<file path="src/rtl/mshr_pkg.sv">
// Shared definitions for the MSHR bank: entry-state encoding, default widths
// and the lowest-index priority encoder used for free/wake selection.
package mshr_pkg;

  typedef enum logic [1:0] {
    ST_FREE    = 2'b00,
    ST_PENDING = 2'b01,
    ST_WAKE    = 2'b10
  } entry_state_e;

  localparam int MAX_ENTRIES = 8;
  localparam int DEF_PA_W    = 15;
  localparam int DEF_OFF_W   = 4;
  localparam int LINE_W      = DEF_PA_W - DEF_OFF_W;

  // Index of the lowest set bit; 0 when the vector is empty (callers gate with |vec).
  function automatic logic [2:0] lowest_set(input logic [MAX_ENTRIES-1:0] vec);
    logic [2:0] idx;
    idx = '0;
    for (int i = MAX_ENTRIES - 1; i >= 0; i--) begin
      if (vec[i]) idx = 3'(i);
    end
    return idx;
  endfunction

endpackage

</file>
<file path="src/rtl/mshr_entry.sv">
// One MSHR entry: FREE/PENDING/WAKE state machine, line-tag register and the
// probe/fill tag comparators.
module mshr_entry
  import mshr_pkg::*;
#(
  parameter int TAG_W = LINE_W
) (
  input  logic             clk,
  input  logic             rst,
  input  logic             alloc,
  input  logic [TAG_W-1:0] alloc_tag,
  input  logic [TAG_W-1:0] probe_tag,
  input  logic             fill_valid,
  input  logic [TAG_W-1:0] fill_tag,
  input  logic             release_wake,
  output logic             busy,
  output logic             probe_match,
  output logic             fill_match,
  output logic             is_wake,
  output logic [TAG_W-1:0] tag
);

  entry_state_e     state_reg;
  logic [TAG_W-1:0] tag_reg;

  always_ff @(posedge clk or posedge rst) begin
    if (rst) begin
      state_reg <= ST_FREE;
      tag_reg   <= '0;
    end else begin
      case (state_reg)
        ST_FREE: begin
          if (alloc) begin
            state_reg <= ST_PENDING;
            tag_reg   <= alloc_tag;
          end
        end
        ST_PENDING: if (fill_match) state_reg <= ST_WAKE;
        ST_WAKE:    if (release_wake) state_reg <= ST_FREE;
        default:    state_reg <= ST_FREE;
      endcase
    end
  end

  assign busy        = (state_reg != ST_FREE);
  assign is_wake     = (state_reg == ST_WAKE);
  // Probe covers WAKE entries too so a line cannot be re-missed before its wake retires.
  assign probe_match = busy && (tag_reg == probe_tag);
  assign fill_match  = fill_valid && (state_reg == ST_PENDING) && (tag_reg == fill_tag);
  assign tag         = tag_reg;

endmodule

</file>
<file path="src/rtl/mshr_bank.sv">
// MSHR file for one cache bank: allocation, merge detection, fill tracking and
// a held wake handshake. Defining MSHR_STATS_EN builds saturating alloc/merge counters.
module mshr_bank
  import mshr_pkg::*;
#(
  parameter int ENTRIES = 4,
  parameter int PA_W    = DEF_PA_W,
  parameter int OFF_W   = DEF_OFF_W
) (
  input  logic            clk,
  input  logic            rst,
  input  logic            MSHR_valid,
  input  logic [PA_W-1:0] MSHR_pAddress,
  output logic            MSHR_HIT,
  output logic            MSHR_FULL,
  input  logic            fill_valid,
  input  logic [PA_W-1:0] fill_pAddress,
  output logic            wake_valid,
  output logic [PA_W-1:0] wake_pAddress,
  input  logic            wake_ready,
  output logic [3:0]      occupancy,
  output logic            fill_err,
  output logic [15:0]     stat_alloc,
  output logic [15:0]     stat_merge
);

  localparam int TAG_W = PA_W - OFF_W;

  logic [ENTRIES-1:0]     busy, probe_match, fill_match, is_wake;
  logic [ENTRIES-1:0]     alloc_sel, release_sel, busy_next;
  logic [TAG_W-1:0]       entry_tag [ENTRIES];
  logic [TAG_W-1:0]       probe_tag, fill_tag, wake_tag_next;
  logic [MAX_ENTRIES-1:0] free_vec, wake_cand;
  logic [2:0]             alloc_idx, wake_idx_next, wake_idx_reg;
  logic                   alloc_go;
  logic                   wake_valid_reg, full_reg, fill_err_reg;
  logic [PA_W-1:0]        wake_addr_reg;
  logic [3:0]             occ_next, occ_reg;
  logic                   unused_offset_bits;

  assign probe_tag          = MSHR_pAddress[PA_W-1:OFF_W];
  assign fill_tag           = fill_pAddress[PA_W-1:OFF_W];
  assign unused_offset_bits = ^{MSHR_pAddress[OFF_W-1:0], fill_pAddress[OFF_W-1:0]};

  assign MSHR_HIT  = |probe_match;
  assign alloc_go  = MSHR_valid & ~MSHR_HIT & ~full_reg;
  assign free_vec  = MAX_ENTRIES'(~busy);
  assign alloc_idx = lowest_set(free_vec);
  assign busy_next = (busy & ~release_sel) | alloc_sel;

  // Wake candidates as they will stand after this edge: accepted entry gone, new fills in.
  assign wake_cand     = MAX_ENTRIES'((is_wake & ~release_sel) | fill_match);
  assign wake_idx_next = lowest_set(wake_cand);

  genvar gi;
  generate
    for (gi = 0; gi < ENTRIES; gi++) begin : g_entry
      assign alloc_sel[gi]   = alloc_go && (alloc_idx == 3'(gi));
      assign release_sel[gi] = wake_valid_reg && wake_ready && (wake_idx_reg == 3'(gi));

      mshr_entry #(.TAG_W(TAG_W)) u_entry (
        .clk          (clk),
        .rst          (rst),
        .alloc        (alloc_sel[gi]),
        .alloc_tag    (probe_tag),
        .probe_tag    (probe_tag),
        .fill_valid   (fill_valid),
        .fill_tag     (fill_tag),
        .release_wake (release_sel[gi]),
        .busy         (busy[gi]),
        .probe_match  (probe_match[gi]),
        .fill_match   (fill_match[gi]),
        .is_wake      (is_wake[gi]),
        .tag          (entry_tag[gi])
      );
    end
  endgenerate

  always_comb begin
    wake_tag_next = '0;
    occ_next      = '0;
    for (int i = 0; i < ENTRIES; i++) begin
      if (wake_idx_next == 3'(i)) wake_tag_next = entry_tag[i];
      occ_next = occ_next + 4'(busy_next[i]);
    end
  end

  always_ff @(posedge clk or posedge rst) begin
    if (rst) begin
      full_reg       <= 1'b0;
      occ_reg        <= '0;
      fill_err_reg   <= 1'b0;
      wake_valid_reg <= 1'b0;
      wake_idx_reg   <= '0;
      wake_addr_reg  <= '0;
    end else begin
      full_reg <= &busy_next;
      occ_reg  <= occ_next;
      if (fill_valid && !(|fill_match)) fill_err_reg <= 1'b1;
      // The presented wake is held until accepted, even if a lower entry fills meanwhile.
      if (!wake_valid_reg || wake_ready) begin
        wake_valid_reg <= |wake_cand;
        wake_idx_reg   <= wake_idx_next;
        wake_addr_reg  <= (|wake_cand) ? {wake_tag_next, {OFF_W{1'b0}}} : '0;
      end
    end
  end

  assign MSHR_FULL     = full_reg;
  assign occupancy     = occ_reg;
  assign fill_err      = fill_err_reg;
  assign wake_valid    = wake_valid_reg;
  assign wake_pAddress = wake_addr_reg;

`ifdef MSHR_STATS_EN
  logic        merge_go;
  logic [15:0] stat_alloc_reg, stat_merge_reg;

  assign merge_go = MSHR_valid & MSHR_HIT;

  always_ff @(posedge clk or posedge rst) begin
    if (rst) begin
      stat_alloc_reg <= '0;
      stat_merge_reg <= '0;
    end else begin
      if (alloc_go && stat_alloc_reg != 16'hFFFF) stat_alloc_reg <= stat_alloc_reg + 16'd1;
      if (merge_go && stat_merge_reg != 16'hFFFF) stat_merge_reg <= stat_merge_reg + 16'd1;
    end
  end

  assign stat_alloc = stat_alloc_reg;
  assign stat_merge = stat_merge_reg;
`else
  assign stat_alloc = '0;
  assign stat_merge = '0;
`endif

endmodule

</file>
<file path="config.mk">
export PLATFORM = sky130hd
export DESIGN_NAME = mshr_bank
export DESIGN_NICKNAME = d
export VERILOG_FILES = /design/src/rtl/mshr_pkg.sv /design/src/rtl/mshr_entry.sv /design/src/rtl/mshr_bank.sv
export SDC_FILE = /design/constraint.sdc
export NUM_CORES = 1
export LEC_CHECK = 0
export CORE_UTILIZATION = 36
export DETAILED_ROUTE_END_ITERATION = 10
export SYNTH_ARGS = -nofsm -noshare
export SYNTH_HDL_FRONTEND = slang
export SYNTH_SLANG_ARGS = --single-unit
</file>
<file path="constraint.sdc">
create_clock -name clk -period 7.7 [get_ports clk]
set_clock_uncertainty 0.2 [all_clocks]
set_input_delay 2.31 -clock clk [delete_from_list [all_inputs] [get_ports clk]]
set_output_delay 2.31 -clock clk [all_outputs]
set_load 0.05 [all_outputs]
</file>
==> metrics.csv <==
stage,metric,value,unit
drt,drt-initial-drc-count,154,
timing,layout_min_cycle_time,7.26,ns
timing,tightest_slew,1.27,ns
clock_network,clockBufferDepth,2,
die,dieWidth,115,µm
worst_setup_path,worstSetupStartpoint,MSHR_pAddress[11],
timing,drv_slew,0,
worst_setup_path,critPathMaxFanout,8,
synthesis,yosys_warnings,0,
pwr,ir_drop,0.193,mV
synthesis,synth.top_cells.by_area,"dfrtp_1 (39%), xor2_1 (11%), mux2_2 (7.6%), buf_4 (7.2%), xnor2_1 (6.3%)",
pwr,power_frac_seq,0.423,
drt,via_per_inst,5.05,
die,coreArea,12200,µm²
die,die_area,13200,µm²
drt,drc,0,
pwr,internal_power,814,µW
die,start_util,0.376,
timing,fmax,138,MHz
placement,place_area,4920,µm²
placement,dp_hpwl,8.37,mm
run_status,outcome,completed,
clock_network,cts_tree,built,
worst_setup_path,critPathArrivalTime,4.75,ns
synthesis,yosysTopAreaCell,dfrtp_1,
timing,finalHoldViolations,0,
clock_network,cts_sinks,71,
synthesis,syn_area_per_cell,10.6,µm²
clock_network,numCtsBuffers,9,
grt,use_met1,0.260,
timing,relSlewSlack,0.144,
clock_network,worstSkewPairLatency,0.34,ns
placement,portBuffers,44,
synthesis,yosysMostFrequentCell,dfrtp_1,
synthesis,synth_area,4590,µm²
grt,grt.total_usage,0.188,
worst_setup_path,reg2reg_slack,4.07,ns
grt,met3_usage,0.0364,
grt,grt.overflow.total,0,
worst_setup_path,critPathLaunchType,input port,
timing,rsz0062_at_grt,no,
drt,wl_per_cell,18.5,µm
clock_network,cts-resized-gates,0,
pwr,switching_share,0.341,
pwr,power_frac_comb,0.281,
worst_setup_path,crit_path_end,MSHR_HIT,
synthesis,async_flop_share,1.00,
clock_network,htreeDepth,3,
synthesis,yosysSeqAreaShare,0.387,
finish,fin_util,0.424,
grt,grt_pass1_wl,18.1,mm
synthesis,synth_flop_cell,dfrtp_1,
pwr,power.leakage,0.00221,µW
worst_setup_path,critical_path_class,in -> out,
finish,syn_to_final_growth,12.8,%
timing,finalCritPeriodShare,0.943,
timing,whs,0.250,ns
pwr,clkPwrFrac,0.296,
grt,grt_pass1_vias,3109,
pwr,switchingPower,421,µW
finish,nets,495,
drt,dr.pass1.iters,4,
grt,grt_max_degree,72,
worst_setup_path,endpoint_kind,primary output,
worst_setup_path,regToRegEndpoint,occupancy[1],
clock_network,post_cts_buffers,0,
synthesis,synth_edf_count,0,
min_path,hp-class,reg -> reg,
finish,antenna_cells,0,
die,ioPinCount,90,
finish,fillerInstances,1194,
finish,fin_area,5170,µm²
drt,vias,3159,
clock_network,hold_buffers,0,
timing,tns,0,ns
pwr,p_per_area,239,nW/µm²
die,die_h,115,µm
placement,place_congestion,0.895,
worst_setup_path,r2r-start,g_entry[0].u_entry.state_reg[0],
drt,routed_wl,11.6,mm
grt,antenna_found_initial,0,
synthesis,ys_types,47,
die,rows,40,
timing,finalSetupViolations,0,
synthesis,ys_ff_latch,71,
synthesis,yosys-top-cells-count,"dfrtp_1 (71), xor2_1 (55), buf_4 (44), xnor2_1 (33), mux2_2 (31)",
clock_network,cts_root_buf,clkbuf_16,
worst_setup_path,critPathRequiredTime,5.19,ns
finish,multi_input_area,2430,µm²
finish,largest_reg_flops,44,
synthesis,synth_cells,433,
clock_network,path_clk_slew,0.05,ns
worst_setup_path,rr_worst_depth,11,
synthesis,synth_top_area_share,0.387,
finish,seqCellArea,1780,µm²
run,drv_cap,0,
finish,drive_gt1_frac,0.155,
grt,use_met2,0.299,
grt,gr-max-usage-layer,met2,
drt,ant_nets,0,
## kinds of logic after synthesis
group	Yosys count	share of synthesized area
xor gates and xnor gates	88	0.168
buffers and inverters	79	0.115
AOI/OAI and AO/OA	53	0.0761
other	1	0.000818
adders and majority gates	4	0.0125
DFF	71	0.387
muxes	45	0.122
and+or+nand+nor	92	0.118
## worst min path at each step
stage                                          startpoint                              end  cells past startpoint
after floorplan           g_entry[0].u_entry.state_reg[1]  g_entry[0].u_entry.state_reg[0]                      1
after global placement                           fill_err                         fill_err                      1
after global routing                             fill_err                         fill_err                      1
after CTS                                        fill_err                         fill_err                      1
final                                            fill_err                         fill_err                      1
after detailed placement                         fill_err                         fill_err                      1
## critical path, stage by stage
cell and delay (ns):
clkdlybuf4s50_1 0.63, xor2_1 0.25, nor4_1 0.41, nand3_1 0.16, nand4_2 0.17, clkdlybuf4s50_1 0.82
## power by group through the flow
stage | clock network, µW | logic (µW) | registers [µW]
global route | 385 | 375 | 531
global placement | 0 | 341 | 524
finish | 366 | 347 | 523
CTS | 370 | 347 | 522
detailed placement | 0 | 346 | 528
floorplan | 0 | 265 | 526
## stage by stage
stage                     power [µW]  cells  worst slack [ns]
after floorplan                  791    469              1.93
after global placement           865    613             0.455
after detailed placement         873    613             0.447
after CTS                       1240    626             0.433
after global routing            1290    626             0.336
final                           1240    626             0.436
## per-layer routing
| metal | share of wire | routed length (µm) | up-vias |
|---|---|---|---|
| met1 | 0.48 | 5540 | 1570 |
| li1 | - | - | 1468 |
| met2 | 0.46 | 5280 | 110 |
| met3 | 0.051 | 591 | 11 |
| met5 | 0 | 0 | - |
| met4 | 0.013 | 145 | 0 |
## layout by cell type, fill, tap and decap left out, types with 10 or more instances in the layout
cell type,instances
conb_1,37
nand2_1,16
clkdlybuf4s50_1,44
mux2_4,14
xnor2_1,33
o22ai_1,11
mux2_2,31
nand4_1,10
o31ai_1,14
xor2_1,55
nor4_1,16
o21ai_0,15
dfrtp_1,71
nor2b_1,12
## final cells by class
| cell class | count | share of cell area |
|---|---|---|
| Clock buffer | 11 | 0.0469 |
| Clock inverter | 2 | 0.00193 |
| Inverter | 6 | 0.00435 |
| Multi-Input combinational cell | 319 | 0.470 |
| Sequential cell | 71 | 0.343 |
| Tap cell | 168 | 0.0406 |
| Timing Repair Buffer | 49 | 0.0924 |
No activity file was read; power rests on OpenSTA's default activity.
